$ cat config.mk
export PLATFORM = sky130hd
export DESIGN_NAME = fpu_accum16
export DESIGN_NICKNAME = d
export VERILOG_FILES = /design/src/rtl/fpu_accum16.sv
export SDC_FILE = /design/constraint.sdc
export NUM_CORES = 1
export LEC_CHECK = 0
export CELL_PAD_IN_SITES_DETAIL_PLACEMENT = 0
export CELL_PAD_IN_SITES_GLOBAL_PLACEMENT = 1
export CORE_MARGIN = 1
export CORE_UTILIZATION = 31
export CTS_BUF_LIST = sky130_fd_sc_hd__clkbuf_4 sky130_fd_sc_hd__clkbuf_8 sky130_fd_sc_hd__clkbuf_16
export DETAILED_ROUTE_END_ITERATION = 7
export PLACE_DENSITY_LB_ADDON = 0.1
export SYNTH_ARGS = -nofsm -noshare
export SYNTH_HDL_FRONTEND = slang
export SYNTH_SLANG_ARGS = --single-unit
$ cat constraint.sdc
create_clock -name clock -period 2.3 [get_ports clock]
set_input_delay 0.575 -clock clock [delete_from_list [all_inputs] [get_ports clock]]
set_output_delay 0.575 -clock clock [all_outputs]
set_load 0.01 [all_outputs]
$ cat src/rtl/fpu_accum16.sv
// Accumulates a valid/ready stream of fp16 operands through an external
// combinational fp16 add/sub unit; one element every two cycles.
module fpu_accum16 #(
   parameter int MAX_LEN = 16,
   parameter int CNT_W   = $clog2(MAX_LEN + 1)
) (
   input  logic             clock,
   input  logic             reset_L,
   input  logic             start,
   input  logic [CNT_W-1:0] len,
   input  logic [15:0]      init,
   input  logic             inValid,
   output logic             inReady,
   input  logic [15:0]      inData,
   input  logic             inSub,
   output logic [15:0]      addIn1,
   output logic [15:0]      addIn2,
   output logic             addSub,
   input  logic [15:0]      addOut,
   input  logic [3:0]       addCC,
   input  logic [4:0]       addFlags,
   output logic             busy,
   output logic             outValid,
   input  logic             outReady,
   output logic [15:0]      result,
   output logic [3:0]       resultCC,
   output logic [4:0]       resultFlags
);

   typedef enum logic [1:0] {IDLE, WAIT, EXEC, DONE} state_t;

   state_t           state_reg, state_next;
   logic [15:0]      acc_reg;
   logic [15:0]      op_reg;
   logic             sub_reg;
   logic [CNT_W-1:0] cnt_reg;
   logic [3:0]       cc_reg;
   logic [4:0]       flags_reg;
   logic [CNT_W-1:0] len_clamp;

   assign len_clamp = (len > CNT_W'(MAX_LEN)) ? CNT_W'(MAX_LEN) : len;

   always_ff @(posedge clock or negedge reset_L) begin
      if (!reset_L) state_reg <= IDLE;
      else          state_reg <= state_next;
   end

   always_comb begin
      state_next = state_reg;
      case (state_reg)
         IDLE: if (start) state_next = (len_clamp != '0) ? WAIT : DONE;
         WAIT: if (inValid) state_next = EXEC;
         EXEC: state_next = (cnt_reg == CNT_W'(1)) ? DONE : WAIT;
         DONE: if (outReady) state_next = IDLE;
         default: state_next = IDLE;
      endcase
   end

   // Condition codes on start describe the initial value, so a len=0 run reports sensible ZCNV.
   always_ff @(posedge clock or negedge reset_L) begin
      if (!reset_L) begin
         acc_reg   <= '0;
         op_reg    <= '0;
         sub_reg   <= 1'b0;
         cnt_reg   <= '0;
         cc_reg    <= '0;
         flags_reg <= '0;
      end else begin
         case (state_reg)
            IDLE: if (start) begin
               acc_reg   <= init;
               cnt_reg   <= len_clamp;
               flags_reg <= '0;
               op_reg    <= '0;
               sub_reg   <= 1'b0;
               cc_reg    <= {init[14:0] == 15'd0, 1'b0, init[15], 1'b0};
            end
            WAIT: if (inValid) begin
               op_reg  <= inData;
               sub_reg <= inSub;
            end
            EXEC: begin
               acc_reg   <= addOut;
               cc_reg    <= addCC;
               flags_reg <= flags_reg | addFlags;
               cnt_reg   <= cnt_reg - CNT_W'(1);
            end
            default: ;
         endcase
      end
   end

   assign inReady     = (state_reg == WAIT);
   assign outValid    = (state_reg == DONE);
   assign busy        = (state_reg != IDLE);
   assign addIn1      = acc_reg;
   assign addIn2      = op_reg;
   assign addSub      = sub_reg;
   assign result      = acc_reg;
   assign resultCC    = cc_reg;
   assign resultFlags = flags_reg;

endmodule
[Yosys cells after proc, flatten, opt, wreduce, memory -nomap -nowiden]
Index checks and enable logic that the tools add are counted.
Word-level totals
  input port bits: 68
  logic and storage cells: 47
  ROM bits: 0
  bits in registers: 49
  output and inout port bits: 61
  memories: 0
  memory bits (writable): 0
  latch bits: 0
Cells by class
  shift operators: 0
  reductions and logical operators: 9
  multiply operators: 0
  equality and inequality tests: 7
  bitwise logic cells: 1
  mux-type cells: 21
  div/mod/pow operators: 0
  magnitude comparators: 1
  add/sub/neg operators: 1
Operators by type and width (count)
  $pmux W16 S2: 2
  $mux W16: 3
  $pmux W5 S2: 2
  $logic_not A15 Y1: 1
  $mux W5: 3
  $mux W2: 5
  $pmux W2 S4: 1
  $pmux W4 S2: 1
  $reduce_and A3 Y1: 2
  $reduce_bool A2 Y1: 3
  $eq A5 B1 Y1 const B: 1
  $gt A5 B5 Y1 const B: 1
  $or A5 B5 Y5: 1
  $reduce_bool A5 Y1: 1
  $sub A5 B1 Y5 const B: 1
  $eq A2 B2 Y1 const B: 2
  $mux W4: 1
  $ne A2 B2 Y1 const B: 2
  $eq A2 B1 Y1 const B: 1
  $logic_not A2 Y1: 1
  $mux W1: 2
  $ne A2 B1 Y1 const B: 1
  $pmux W1 S2: 1
  $reduce_and A2 Y1: 1

[Longest topological paths before layout]
Gate-level depths: netlist of run 1.
  depth after elaboration: 6
  depth in mapped cells: 6
  gate-level depth less buffers: 5

[Worst setup path before layout of run 1]
Ideal clock, no wire load.
  kind: input to register
  start: input port start
  end: register op_reg[10], in the netlist addIn2[10]
  data required time: 2.179 ns
  stages on the path: 6
  buffers on the path: 3
  path slack: 0.773 ns
  arrival time: 1.406 ns
  library setup time: 0.121 ns
  cell sequence: buf_4 nand2b_4 a21o_1 buf_2 buf_6 a22o_1
Between the ends
  word-level cells in the longest chain between the ends: 2
RTL lines
  start: declaration: line 9  | input logic start,
  $ne A2 B2 Y1 (no line)
  $reduce_and A3 Y1 (no line)
  end signal: assignment: line 79  | op_reg <= inData;
  end: declaration: line 34  | logic [15:0] op_reg;
Every way passes these cells.
A chain may end at the register's enable or synchronous reset.

[Worst setup path after layout of run 1]
  start: register state_reg[1]
  end: output port busy
Between the ends
  word-level cells in the longest chain between the ends: 1
RTL lines
  start: declaration: line 32  | state_t state_reg, state_next;
  start signal: assignment: line 45  | else state_reg <= state_next;
  $reduce_bool A2 Y1: line 95  | assign busy = (state_reg != IDLE);
  end: declaration: line 22  | output logic busy,
Every way passes these cells.

==> impl_metrics.ini, run 1 <==
[outcome]
status = completed

[synth]
yosys.area.top_type_share_pct = 50.52
async_flop_share_pct = 100.0
syn_area_um2 = 2427
syn_nets = 299
synth_top_area_cell = dfrtp_1
ys_types = 40
synth_enable_flop_cells = 0
ys_ff_latch = 49
syn_area_per_cell_um2 = 10.60
syn_inst = 229
synth_area_leaders = dfrtp_1, mux2i_1, a22o_1
ys_warn_count = 0
ys_seq_area_share_pct = 50.52
synth_flop_cell = dfrtp_1

[setup_path]
timing.rr.start = state_reg[1]
reg2reg_to = addIn1[14]
start_kind = flop
crit_type = flop to output pin
crit_path_top_delay_cell = dfrtp_1
r2r_cells = 5
cp_top_family = flip-flops
cp.required_ns = 1.73
slowest_delay_ns = 0.50
critPathCaptureType = output pin
ff2ff_setup_slack_ns = 0.65
crit_buf_inv = 1
path_cells = or2_2 > clkdlybuf4s50_1
worstPathMaxFanout = 11
crit_arrival_ns = 1.61

[clock_network]
cts_sinks = 49
cts_resized = 0
hold_buffers = 0
cts_setup_buffers = 0
h-tree-depth = 2
clockRootBuffer = clkbuf_8
tritoncts = yes
clk_latency_ns = 0.30
clockBufferDepth = 2
path_clk_slew_ns = 0.09
cts_buffers = 5

[route]
wire_per_inst_um = 14.49
first_pass_iters = 4
vias_per_cell = 4.683
ant_nets = 0
drc_errors = 0
wl_um = 6360
via_count = 2056
drt-initial-drc-count = 76

[floorplanning]
row_count = 31
die_w_um = 90.49
io_pins = 129
die_area_um2 = 8188
coreArea_um2 = 7408
die_h_um = 90.49
start_util_pct = 32.76

[placed_design]
port_buffers = 128
gp_congestion = 0.7793
dp_hpwl_um = 4814

[pwr]
p_leak_nw = 1.559
ir_drop_mv = 0.5096
p_per_area_nw_per_um2 = 1212
finalPower_mw = 4.571

[flow_run]
max-cap-violations = 0

[global_route]
grt_pass1_wl_um = 10760
grt_use_total_pct = 16.59
grt-ovfl-total = 0
grt_start_max_net_pins = 42
antenna_found_initial = 0
first_global_vias = 2053

[hold_path]
hp-class = input port to async pin

[sta]
period_share_pct = 95.11
fin_skew_ns = 0.005981
finalSetupViolCount = 0
relSlewSlack_pct = 58.13
rsz0062_at_grt = no
period_needed_ns = 2.188
drv_slew = 0
finalHoldViolCount = 0
tns_ns = 0
worst_pin_slew_ns = 0.6280
fmax_mhz = 457.1

[finish]
multi_input_area_um2 = 963.4
diodes = 0
seq_area_um2 = 1226
nets = 409
fill_cells = 691
drive_gt1_share_pct = 6.176
area_growth_pct = 55.41
[stage by stage]
step	utilization [%]	setup slack (ns)	hold slack, ns	area, µm²	std cells
after floorplan	-	0.7734	0.2794	2427	229
final	50.92	0.1124	0.2377	3772	439
after CTS	50.92	0.1030	0.2528	3772	439
after global routing	50.92	0.04692	0.2760	3772	439
after global placement	49.70	0.2123	0.4773	3682	431
after detailed placement	49.70	0.1826	0.4824	3682	431
[synth_stat cells (2+ instances only)]
master	instances
dfrtp_1	49
nand2_1	23
a22o_1	19
buf_4	19
o21ai_1	19
mux2i_1	17
a21oi_1	16
nor2_1	7
nor2b_1	6
buf_6	4
clkbuf_1	4
inv_1	4
nor4_1	4
buf_2	3
nand2b_1	3
a22oi_1	2
a2bb2oi_1	2
a31oi_1	2
and2_1	2
buf_1	2
ha_1	2
nor3b_1	2
[how the worst max path moves through the flow]
stage	end	from	slack, ns	cells after the start
after detailed placement	addIn2[11]	start	0.18	4
after global placement	addIn2[14]	start	0.21	4
after CTS	busy	state_reg[1]	0.10	2
after global routing	outValid	state_reg[1]	0.05	2
final	busy	state_reg[1]	0.11	2
after floorplan	addIn2[10]	start	0.77	6
[cells by family (layout without fill, tap and decap cells)]
group	Yosys count	in the layout	synth area share (%)
flops	49	49	50.52
buf+inv	36	147	9.896
fa+ha+maj	2	2	1.031
simple gates	56	56	12.01
compound gates	69	69	19.54
mux	17	17	7.010
[worst reg2reg max path: cells and delay by family (launching register included)]
family	cells	cell delay, ns
mux	1	0.24
simple gates	1	0.19
buf+inv	2	0.51
compound gates	1	0.07
flops	1	0.55
[layout make-up]
type,instances,area share (%)
Timing Repair Buffer,135,35.89
Multi-Input combinational cell,144,25.54
Tap cell,99,3.284
Sequential cell,49,32.50
Clock buffer,5,1.824
Inverter,4,0.3980
Clock inverter,3,0.5638
[power breakdown]
group / internal (mW) / leakage (nW) / switching, mW
clock: 0.216 / 0.0445 / 0.298
sequential: 1.24 / 0.613 / 0.297
combinational: 1.44 / 0.901 / 1.07
[placed cells by master, fill, tap and decap left out, types with 3 or more instances in the layout]
master	Yosys	final
dfrtp_1	49	49
clkdlybuf4s50_1	0	127
nor4_1	4	4
nand2b_1	3	3
a22o_1	19	19
nor2b_1	6	5
mux2i_1	17	17
a21oi_1	16	16
nand2_1	23	23
clkbuf_8	0	5
nor2_1	7	7
inv_1	4	4
o21ai_1	19	19
buf_4	19	5
[layer usage]
layer	wire length, µm	track usage (%)	share of wire [%]
met5	0	0	0
met4	59	3.629	0.93
met3	294	3.283	4.6
met2	2926	25.19	46
met1	3079	24.26	48
(Power assumes the default switching activity.)
==> inputs of run 2 (changes only) <==
- CORE_MARGIN: 1 -> not set
- CTS_CLUSTER_DIAMETER: not set -> 200
==> results of run 2 <==
The final DEF is identical to that of run 1; final timing and power are the same.
==> inputs of run 3 (changes only) <==
- ABC_AREA: not set -> 1
- CORE_UTILIZATION: 31 -> 30
==> run 3 against run 2 <==
Critical path depth increased by 1. Sequential power hardly changed. Worst setup slack better by 0.084 ns. Clock skew rose by 0.0035 ns. Sequential share of layout area decreased by 1.2 points. Via count rose by 16%. Wire length grew 11%. Flip-flop and latch count did not move. Worst hold slack lost 0.062 ns. Synthesized area grew 4.3%. Power increased by 5.5%. Register-to-register slack about the same. Critical path type unchanged. Critical endpoint is now inReady.
==> impl_metrics.ini, run 3 <==
[clock_network]
cts_buffers = 5
tritoncts = yes
clockBufferDepth = 2
clockRootBuffer = clkbuf_8
hold_buffers = 0
cts_setup_buffers = 0
path_clk_slew_ns = 0.09
cts_resized = 0
clk_latency_ns = 0.31
cts_sinks = 49
h-tree-depth = 2

[setup_path]
path_cells = inv_2 > nor2_2 > clkdlybuf4s50_1
cp.required_ns = 1.73
r2r_cells = 6
reg2reg_to = addIn2[1]
worstPathMaxFanout = 5
slowest_delay_ns = 0.58
cp-startpoint = state_reg[0]
cp_top_family = buffers and inverters
crit_arrival_ns = 1.53
crit_type = flop to output pin
timing.rr.start = state_reg[0]
critPathCaptureType = output pin
ff2ff_setup_slack_ns = 0.65
crit_buf_inv = 2
start_kind = flop
crit_path_top_delay_cell = clkdlybuf4s50_1

[route]
drc_errors = 0
ant_nets = 0
wire_per_inst_um = 13.47
vias_per_cell = 4.567
drt-initial-drc-count = 88
first_pass_iters = 4
wl_um = 7031
via_count = 2384

[placed_design]
placed_area_um2 = 3831
dp_worst_setup_slack_ns = 0.4617
dp_hpwl_um = 5222
port_buffers = 128
gp_congestion = 0.7683

[synth]
synth_area_leaders = dfrtp_1, nand2_1, nand3_1
syn_nets = 371
ys_types = 26
async_flop_share_pct = 100.0
synth_flop_cell = dfrtp_1
ys_seq_area_share_pct = 48.44
ys_ff_latch = 49
synth_most_common_cell = nand2_1
synth_enable_flop_cells = 0
ys_warn_count = 0
syn_inst = 301
yosys.area.top_type_share_pct = 48.44
synth_top_area_cell = dfrtp_1
syn_area_um2 = 2531
syn_area_per_cell_um2 = 8.409
yosys-top-cells-count = nand2_1, dfrtp_1, nand3_1

[floorplanning]
die_area_um2 = 8809
start_util_pct = 30.96
coreArea_um2 = 8175
die_w_um = 93.86
io_pins = 129
die_h_um = 93.86
row_count = 33

[sta]
worst_pin_slew_ns = 0.5763
fin_skew_ns = 0.009460
period_share_pct = 91.45
tns_ns = 0
finalSetupViolCount = 0
fmax_mhz = 475.4
finalHoldViolCount = 0
rsz0062_at_grt = no
setup_ws_ns = 0.1966
whs_ns = 0.1762
relSlewSlack_pct = 61.49
period_needed_ns = 2.103
drv_slew = 0

[finish]
mostFrequentLayoutCell = clkdlybuf4s50_1
diodes = 0
design_area_um2 = 3923
drive_gt1_share_pct = 9.353
final_cell_mix = clkdlybuf4s50_1, nand2_1, dfrtp_1, nand3_1, nor2_1
area_growth_pct = 54.97
nets = 486
fill_cells = 836

[pwr]
p_per_area_nw_per_um2 = 1229
p_leak_nw = 1.779
ir_drop_mv = 0.4921
finalPower_mw = 4.821

[global_route]
first_global_vias = 2220
grt_use_total_pct = 16.49
grt_start_max_net_pins = 30
antenna_found_initial = 0
grt_pass1_wl_um = 11150
grt-ovfl-total = 0

[flow_run]
max-cap-violations = 0

[outcome]
status = completed

[hold_path]
hp-class = input port to async pin
run 3: changes by cell type in the layout (fill, tap and decap cells not counted), sizes merged, moves of 4 or more:
cell / delta
a21oi: -15
a22o: -17
inv: +14
mux2i: -17
nand2: +42
nand2b: -4
nand3: +46
nor2: +40
nor2b: -6
nor4: -4
o21ai: -4
o31ai: +14
run 3: cell families after synthesis:
logic type	share of synthesized area, %
AOI/OAI and AO/OA	11.71
and+or+nand+nor	28.03
DFF	48.44
adders and majority gates	0.9885
buffers and inverters	10.83
run 3: stage by stage:
stage,instances,utilization (%)
global route,522,47.98
floorplan,301,-
detailed placement,514,46.86
finish,522,47.98
global placement,514,46.86
CTS,522,47.98
run 3: worst max path at each step:
stage / depth (start not counted) / to
after floorplan: 4 / inReady
after global placement: 6 / resultCC[3]
after detailed placement: 5 / cnt_reg[3]
after CTS: 3 / inReady
after global routing: 3 / busy
final: 3 / inReady
run 3: area by class of cell:
cell class	count	area (µm²)	area share (%)
multi-input combinational	203	1039	26.48
sequential	49	1226	31.26
timing repair buffer	138	1364	34.77
inverter	19	71.32	1.818
clock buffer	6	76.32	1.946
clock inverter	2	15.01	0.3828
tap	105	131.4	3.349
run 3: per-layer routing:
layer,global-route usage (%),part of all wire [%],vias up
li1,-,-,1194
met5,0,0,-
met1,22.95,48,1103
met4,3.974,0.70,0
met3,4.369,7.0,5
met2,25.36,44,82
run 3: power breakdown:
| group | leakage [nW] | internal (mW) | switching, mW |
|---|---|---|---|
| registers | 0.614 | 1.27 | 0.286 |
| logic | 1.12 | 1.44 | 1.29 |
| clock network | 0.0408 | 0.227 | 0.302 |
| total | 1.78 | 2.94 | 1.88 |
